## src/rtl/md_ctrl.sv

```systemverilog
// md_ctrl: EX-stage multiply/divide sequencer.
// Runs one MULT/MULTU/DIV/DIVU at a time and holds the stall request until the
// HI/LO values are ready. Multiplies go through a MUL_LAT-deep product pipe.
// Divides use a 32-step radix-2 restoring divider on operand magnitudes,
// followed by a sign fix-up.
// Optional feature macro: MD_DIVZERO_FAST_EN. When it is defined, a zero
// divisor finishes after one step instead of 32. The result is identical.
module md_ctrl #(
  parameter int MUL_LAT = 2
) (
  input  logic        clk,
  input  logic        resetn,
  input  logic        op_valid,
  input  logic [1:0]  op,
  input  logic [31:0] src1,
  input  logic [31:0] src2,
  input  logic        ex_go,
  input  logic        annul,
  output logic        stallreq,
  output logic        res_valid,
  output logic [31:0] hi_o,
  output logic [31:0] lo_o
);

  typedef enum logic [1:0] {
    IDLE = 2'd0,
    MUL  = 2'd1,
    DIV  = 2'd2,
    DONE = 2'd3
  } state_e;

  localparam logic [5:0] MulLast = 6'(MUL_LAT - 1);
  localparam logic [5:0] DivLast = 6'd31;

  state_e      state_q;
  logic [5:0]  cnt_q;
  logic        sign1_q;
  logic        sign2_q;
  logic [31:0] opA_q;
  logic [31:0] opB_q;
  logic [31:0] divDvd_q;
  logic [31:0] divRem_q;
  logic [31:0] hi_q;
  logic [31:0] lo_q;
  logic        resValid_q;

  // Operand magnitudes, captured at the accept edge.
  logic [31:0] mag1;
  logic [31:0] mag2;
  assign mag1 = (op[0] && src1[31]) ? (32'd0 - src1) : src1;
  assign mag2 = (op[0] && src2[31]) ? (32'd0 - src2) : src2;

  // Product of the latched magnitudes. The sign is applied before the pipe.
  logic [63:0] prodMag;
  logic [63:0] prodNow;
  logic [63:0] prodOut;
  assign prodMag = {32'd0, opA_q} * {32'd0, opB_q};
  assign prodNow = (sign1_q ^ sign2_q) ? (64'd0 - prodMag) : prodMag;

  generate
    if (MUL_LAT > 1) begin : gPipe
      logic [63:0] prodPipe_q [MUL_LAT-1];

      // Product pipe: stage i holds the product after edge E(i+1).
      always_ff @(posedge clk or negedge resetn) begin
        if (!resetn) begin
          for (int i = 0; i < MUL_LAT - 1; i++) prodPipe_q[i] <= '0;
        end else begin
          prodPipe_q[0] <= prodNow;
          for (int i = 1; i < MUL_LAT - 1; i++) prodPipe_q[i] <= prodPipe_q[i-1];
        end
      end

      assign prodOut = prodPipe_q[MUL_LAT-2];
    end else begin : gNoPipe
      assign prodOut = prodNow;
    end
  endgenerate

  // One restoring-divide step. The remainder stays below the divisor, so it
  // fits in 32 bits. Only the shifted value needs the 33rd bit for the compare.
  // The low 32 bits of the difference are exact, even when computed mod 2^32.
  logic [32:0] remShift;
  logic        divGe;
  logic [31:0] remDiff;
  logic [31:0] remNext;
  logic [31:0] quoNext;
  logic [31:0] quoFix;
  logic [31:0] remFix;
  assign remShift = {divRem_q, divDvd_q[31]};
  assign divGe    = (remShift >= {1'b0, opB_q});
  assign remDiff  = remShift[31:0] - opB_q;
  assign remNext  = divGe ? remDiff : remShift[31:0];
  assign quoNext  = {divDvd_q[30:0], divGe};
  assign quoFix   = (sign1_q ^ sign2_q) ? (32'd0 - quoNext) : quoNext;
  assign remFix   = sign1_q ? (32'd0 - remNext) : remNext;

  // Sequencer FSM. It also holds the operand, divider and result registers.
  always_ff @(posedge clk or negedge resetn) begin
    if (!resetn) begin
      state_q    <= IDLE;
      cnt_q      <= '0;
      sign1_q    <= 1'b0;
      sign2_q    <= 1'b0;
      opA_q      <= '0;
      opB_q      <= '0;
      divDvd_q   <= '0;
      divRem_q   <= '0;
      hi_q       <= '0;
      lo_q       <= '0;
      resValid_q <= 1'b0;
    end else begin
      case (state_q)
        IDLE: begin
          if (op_valid && !annul) begin
            state_q  <= op[1] ? DIV : MUL;
            sign1_q  <= src1[31] & op[0];
            sign2_q  <= src2[31] & op[0];
            opA_q    <= mag1;
            opB_q    <= mag2;
            divDvd_q <= mag1;
            divRem_q <= '0;
            cnt_q    <= '0;
          end
        end
        MUL: begin
          if (annul) begin
            state_q    <= IDLE;
            resValid_q <= 1'b0;
          end else begin
            cnt_q <= cnt_q + 6'd1;
            if (cnt_q == MulLast) begin
              state_q    <= DONE;
              hi_q       <= prodOut[63:32];
              lo_q       <= prodOut[31:0];
              resValid_q <= 1'b1;
            end
          end
        end
        DIV: begin
          if (annul) begin
            state_q    <= IDLE;
            resValid_q <= 1'b0;
          end else begin
            cnt_q    <= cnt_q + 6'd1;
            divRem_q <= remNext;
            divDvd_q <= quoNext;
`ifdef MD_DIVZERO_FAST_EN
            if (opB_q == 32'd0) begin
              state_q    <= DONE;
              lo_q       <= (sign1_q ^ sign2_q) ? 32'd1 : 32'hFFFF_FFFF;
              hi_q       <= sign1_q ? (32'd0 - opA_q) : opA_q;
              resValid_q <= 1'b1;
            end else
`endif
            if (cnt_q == DivLast) begin
              state_q    <= DONE;
              lo_q       <= quoFix;
              hi_q       <= remFix;
              resValid_q <= 1'b1;
            end
          end
        end
        DONE: begin
          if (annul || ex_go) begin
            state_q    <= IDLE;
            resValid_q <= 1'b0;
          end
        end
        default: begin
          state_q    <= IDLE;
          resValid_q <= 1'b0;
        end
      endcase
    end
  end

  assign stallreq  = resetn & op_valid & (state_q != DONE) & ~annul;
  assign res_valid = resValid_q;
  assign hi_o      = hi_q;
  assign lo_o      = lo_q;

endmodule

```

## config.mk

```make
export PLATFORM = sky130hd
export DESIGN_NAME = md_ctrl
export DESIGN_NICKNAME = d
export VERILOG_FILES = /design/src/rtl/md_ctrl.sv
export SDC_FILE = /design/constraint.sdc
export NUM_CORES = 2
export LEC_CHECK = 0
export BUFFER_PORTS_ARGS = -buffer_cell sky130_fd_sc_hd__buf_2
export CORE_ASPECT_RATIO = 1.75
export CORE_UTILIZATION = 40
export CTS_CLUSTER_SIZE = 20
export DETAILED_ROUTE_END_ITERATION = 7
export GPL_TIMING_DRIVEN = 0
export PLACE_DENSITY = 0.52
export SLEW_MARGIN = 10
export SYNTH_ARGS = -nofsm -noshare
export SYNTH_HDL_FRONTEND = slang
export SYNTH_SLANG_ARGS = --single-unit
```

## constraint.sdc

```tcl
create_clock -name clk -period 11.07 [get_ports clk]
set_input_delay 1.107 -clock clk [delete_from_list [all_inputs] [get_ports clk]]
set_output_delay 1.107 -clock clk [all_outputs]
set_load 0.005 [all_outputs]
```

### Word level (Yosys, flattened, before mapping)

Cells that the tools add are included.

| cells by class | value |
|---|---|
| add/subtract/negate cells | 7 |
| mux-type cells | 39 |
| multipliers | 1 |
| equality and inequality tests | 15 |
| order comparisons | 1 |
| bitwise logic cells | 7 |
| reduce and logical (&&, ||, !) cells | 17 |

Operators by type and width:

| kind | number |
|---|---|
| $mux 32 | 17 |
| $pmux 32 s2 | 4 |
| $sub 1x32->32 const A | 4 |
| $mul 32x32->64 | 1 |
| $mux 64 | 1 |
| $sub 1x64->64 const A | 1 |
| $ge 33x32->1 | 1 |
| $sub 32x32->32 | 1 |
| $ne 2x2->1 const B | 8 |
| $mux 2 | 7 |
| $mux 6 | 2 |
| $pmux 6 s2 | 1 |
| $pmux 2 s4 | 1 |
| $reduce_and 4->1 | 2 |
| $add 6x1->6 const B | 1 |
| $eq 6x1->1 const B | 1 |
| $eq 6x5->1 const B | 1 |
| $ne 3x3->1 const B | 2 |
| $reduce_and 3->1 | 2 |
| $reduce_bool 2->1 | 3 |
| $and 1x1->1 | 5 |
| $mux 1 | 5 |
| $reduce_and 5->1 | 1 |
| $eq 2x2->1 const B | 2 |
| other kinds (11) | 13 |

| word-level totals | value |
|---|---|
| word-level logic and storage cells | 99 |
| register bits | 267 |
| input port bits | 71 |
| output and inout port bits | 66 |

### Depth between registers and ports, before layout

| depth | value |
|---|---|
| depth in word-level cells | 7 |
| mapped depth | 30 |
| gate-level depth less buffers | 27 |

### Least setup slack after synthesis

Ideal clock, no wire load.

| timing | value |
|---|---|
| path type | reg2reg |
| start | register opB_q[2] |
| end | register gPipe.prodPipe_q[63] in the netlist's numbering |
| stages on the path, launching flop included | 28 |
| path buffers | 2 |
| period minus slack after synthesis | 8.260 ns |
| setup time | 0.080 ns |
| arrival | 8.180 ns |
| data required time | 10.990 ns |
| slack | 2.810 ns |
| cell sequence | dfrtp_1 > clkbuf_1 > and2_1 > fa_1 > inv_1 > fa_1 > fa_1 > fa_1 > inv_1 > fa_1 > inv_1 > fa_1 > inv_1 > fa_1 > fa_1 > ha_1 > buf_2 > nand4_1 > or2_0 > or4_1 > o21a_1 > a2111oi_2 > o21ai_0 > xnor2_1 > or4b_4 > or3_4 > o41ai_4 > xnor2_1 |

| on the way | value |
|---|---|
| cells in the longest elaborated chain, start to end | 3 |

Ends and longest elaborated chain:

| item | line | source |
|---|---|---|
| start: declaration | 40 | `logic [31:0] opB_q;` |
| start signal: assignment | 120 | `opB_q <= mag2;` |
| $mul 32x32->64 * | 57 | `assign prodMag = {32'd0, opA_q} * {32'd0, opB_q};` |
| $sub 1x64->64 | 58 | `assign prodNow = (sign1_q ^ sign2_q) ? (64'd0 - prodMag) : prodMag;` |
| $mux 64 * | 58 |  |
| via prodNow[63] | 55 | `logic [63:0] prodNow;` |
| end: declaration | 62 | `logic [63:0] prodPipe_q [MUL_LAT-1];` |

Mark *: on every way through the listed nets, which the timed path passes. The rest lies on a longest branch.
A chain may end at the register's enable or synchronous reset.

### Worst setup path in the final report

| timing | value |
|---|---|
| start | register opB_q[4] |
| end | register gPipe.prodPipe_q[63] in the netlist's numbering |

The elaborated chain is that of the path after synthesis.

==> flow_summary_export.csv <==
group,metric,value,unit
sta,skew,41.7,ps
clock_tree,path_clk_slew,90,ps
setup_path,setup.worst_path.start_class,"flop",
die,start_util,40.4,%
finish,final_cell_mix,"928 x inv_1, 897 x fa_1, 763 x nand2_1",
sta,layout_setup_ws,-52.2,ps
route,final_antenna_net_count,0,
sta,setup_viol,3,
synthesis,synth_seq_area_share,13.0,%
sta,final-hold-violation-count,0,
finish,syn_to_final_growth,7.85,%
place,gp_congestion,1.05,
route,drtPass1Iterations,5,
synthesis,synth_area_leaders,"fa_1 35%, dfrtp_1 13%, ha_1 7.5%",
route,wl,251,mm
die,core_area,127000,sq um
setup_path,worstSetupEndpointType,"flop",
sta,min_period,11120,ps
sta,maxSlewHeadroom,-3.32,%
synthesis,ys_async_sr_fraction,100,%
die,rows,173,
synthesis,netlist_instances,5855,
outcome,status,"complete, but fails checks",
synthesis,synth_cell_types,100,
finish,post-route-util,43.5,%
route,wire_per_inst,32.5,microns
place,portBuffers,135,
clock_tree,clock_latency,690,ps
flow_run,max_cap_viol_count,3,
setup_path,criticalPathCategory,"reg -> reg",
grt,grt-ovfl-total,0,
finish,nNetsFinal,7305,
setup_path,crit_path_start,"opB_q[4]",
setup_path,critPathRequiredTime,11640,ps
grt,grt_pass1_wl,350,mm
synthesis,netlist.area_leader.share,35.0,%
die,die_w,273,microns
die,dieHeight,476,microns
die,boundaryPins,137,
synthesis,ys_ff_latch,267,
setup_path,rrSetupSlack,-50,ps
setup_path,arrival,11690,ps
route,drc,0,
sta,final_max_slew_viol_count,13,
synthesis,synth_ff_type,"dfrtp_1",
hold_path,min_path_type,"in -> async",
grt,grt_max_degree,82,
synthesis,synth_warnings,0,
synthesis,syn_nets,7130,
place,hpwlAfterDp,211,mm
clock_tree,cts.path.max_buffers,3,
clock_tree,cts_max_level,1,
grt,track_usage,39.2,%
grt,grt_pass1_vias,46892,
setup_path,crit_path_end,"gPipe.prodPipe_q[63]",
clock_tree,cts_tree,"done",
outcome,violations,"capacitance limit, slew limit, setup timing",
finish,drive_gt1_share,5.17,%
grt,antenna_found_initial,28,
route,via_per_inst,5.69,
synthesis,avgSynthCellArea,8.76,sq um
sta,fmax,89.9,MHz
setup_path,cp_max_fo,11,
finish,final_common_cell,"inv_1",
setup_path,reg2reg_depth,25,
synthesis,syn_area,51300,sq um
route,vias,43991,
sta,fin_crit_sh,100,%
synthesis,synth_edf_count,0,
synthesis,synth_area_leader_cell,"fa_1",
clock_tree,cts_resized,0,
setup_path,rr_endpoint,"gPipe.prodPipe_q[63]",
clock_tree,root_buffer,"clkbuf_16",
sta,worst_pin_slew,1550,ps
route,drtIter0Drc,3199,
die,die_area,130000,sq um
clock_tree,cts.sinks,267,
clock_tree,post_cts_buffers,0,
setup_path,r2r_start,"opB_q[4]",
clock_tree,hold_buffers,0,
sta,grt_setup_unrepaired,"no",
clock_tree,cts_made_buffers,31,
==> per-stage QoR <==
| step | cells | cell area [sq um] | TNS, ps | hold slack, ps | setup WS, ps |
|---|---|---|---|---|---|
| floorplan | 5855 | 51300 | 0 | 467 | 2810 |
| global placement | 7652 | 54000 | 0 | 461 | 194 |
| detailed placement | 7657 | 54200 | 0 | 465 | 292 |
| CTS | 7715 | 55200 | 0 | 355 | 289 |
| global route | 7719 | 55300 | 0 | 398 | 43.6 |
| finish | 7730 | 55300 | -87.6 | 371 | -52.2 |
==> cell type report <==
cell class	instances	area (sq um)
plain buffers	339	1360
clock inverters	22	244
clock buffers	36	825
flip-flops and latches	267	6680
multi-input cells	4321	39800
repair buffers	142	806
diodes	13	32.5
fillers	12960	71800
well taps	1662	2080
inverters	928	3480
==> cell families (layout without fill, tap and decap cells) <==
| family | Yosys count | count (layout) | share of synthesized area, % |
|---|---|---|---|
| AOI/OAI and AO/OA | 846 | 846 | 10.5 |
| xor gates and xnor gates | 236 | 236 | 4.03 |
| adders and majority gates | 1204 | 1204 | 42.5 |
| buffers and inverters | 1267 | 1467 | 9.39 |
| DFF | 267 | 267 | 13.0 |
| muxes | 54 | 54 | 1.07 |
| other | 0 | 13 | 0 |
| and+or+nand+nor | 1981 | 1981 | 19.5 |
==> per-layer routing <==
| metal | share of wire [%] | track usage (%) | up-vias |
|---|---|---|---|
| li1 | - | - | 18837 |
| met1 | 34 | 40.5 | 22407 |
| met2 | 48 | 67.5 | 1939 |
| met3 | 5.9 | 5.82 | 798 |
| met4 | 12 | 37.3 | 10 |
| met5 | 0.021 | 0 | - |
==> critical path, stage by stage, from the launching register on <==
cell       delay (ps)
dfrtp_1           850
clkbuf_1         1110
and2_1            270
fa_1              410
inv_1              80
fa_1              450
fa_1              560
fa_1              560
inv_1              50
fa_1              480
fa_1              610
fa_1              470
fa_1              570
ha_1              460
buf_2             260
nand4_1           120
or2_0             260
or4_1             480
o21a_1            230
a2111oi_2         710
o21ai_0           290
xnor2_1           250
or4b_4            550
or3_4             390
o41ai_4           310
xnor2_1           180
==> worst min path at each step <==
stage          slack [ps]  depth (start not counted)      endpoint         start
3_3_place_gp          460                          2      lo_o[31]      lo_o[31]
5_1_grt               400                          1     opB_q[31]        resetn
2_1_floorplan         470                          2  divRem_q[30]  divRem_q[30]
3_5_place_dp          460                          2       lo_o[2]       lo_o[2]
4_1_cts               360                          1     opB_q[31]        resetn
6_report              370                          1     opB_q[31]        resetn
==> state kept, by name, indices dropped and copies added, names as in the netlist, 2 cells and up <==
register          flops
lo_o                 32
opB_q                32
state_q               2
hi_o                 32
cnt_q                 6
opA_q                32
divRem_q             32
divDvd_q             32
gPipe.prodPipe_q     64
==> Yosys cell counts, types with 13 or more instances <==
master,count
inv_1,928
or3_1,50
ha_1,307
mux2i_1,50
and2_1,610
or2_2,13
a311oi_1,15
o211ai_1,21
xor2_1,88
o21a_1,29
clkbuf_1,293
buf_1,14
a21oi_1,220
and3_1,39
a211oi_1,23
fa_1,897
buf_2,25
a21o_1,47
nand2_1,763
and4_1,19
a31oi_1,45
nor3_1,82
nor2_1,213
nand3_1,47
o21ai_0,268
o31ai_1,28
nor4_1,27
xnor2_1,148
nand4_1,37
dfrtp_1,267
o21bai_1,15
Power is left out: the tool's default activity adds up to more than one toggle a clock period on the data nets, which glitch-free logic cannot reach.
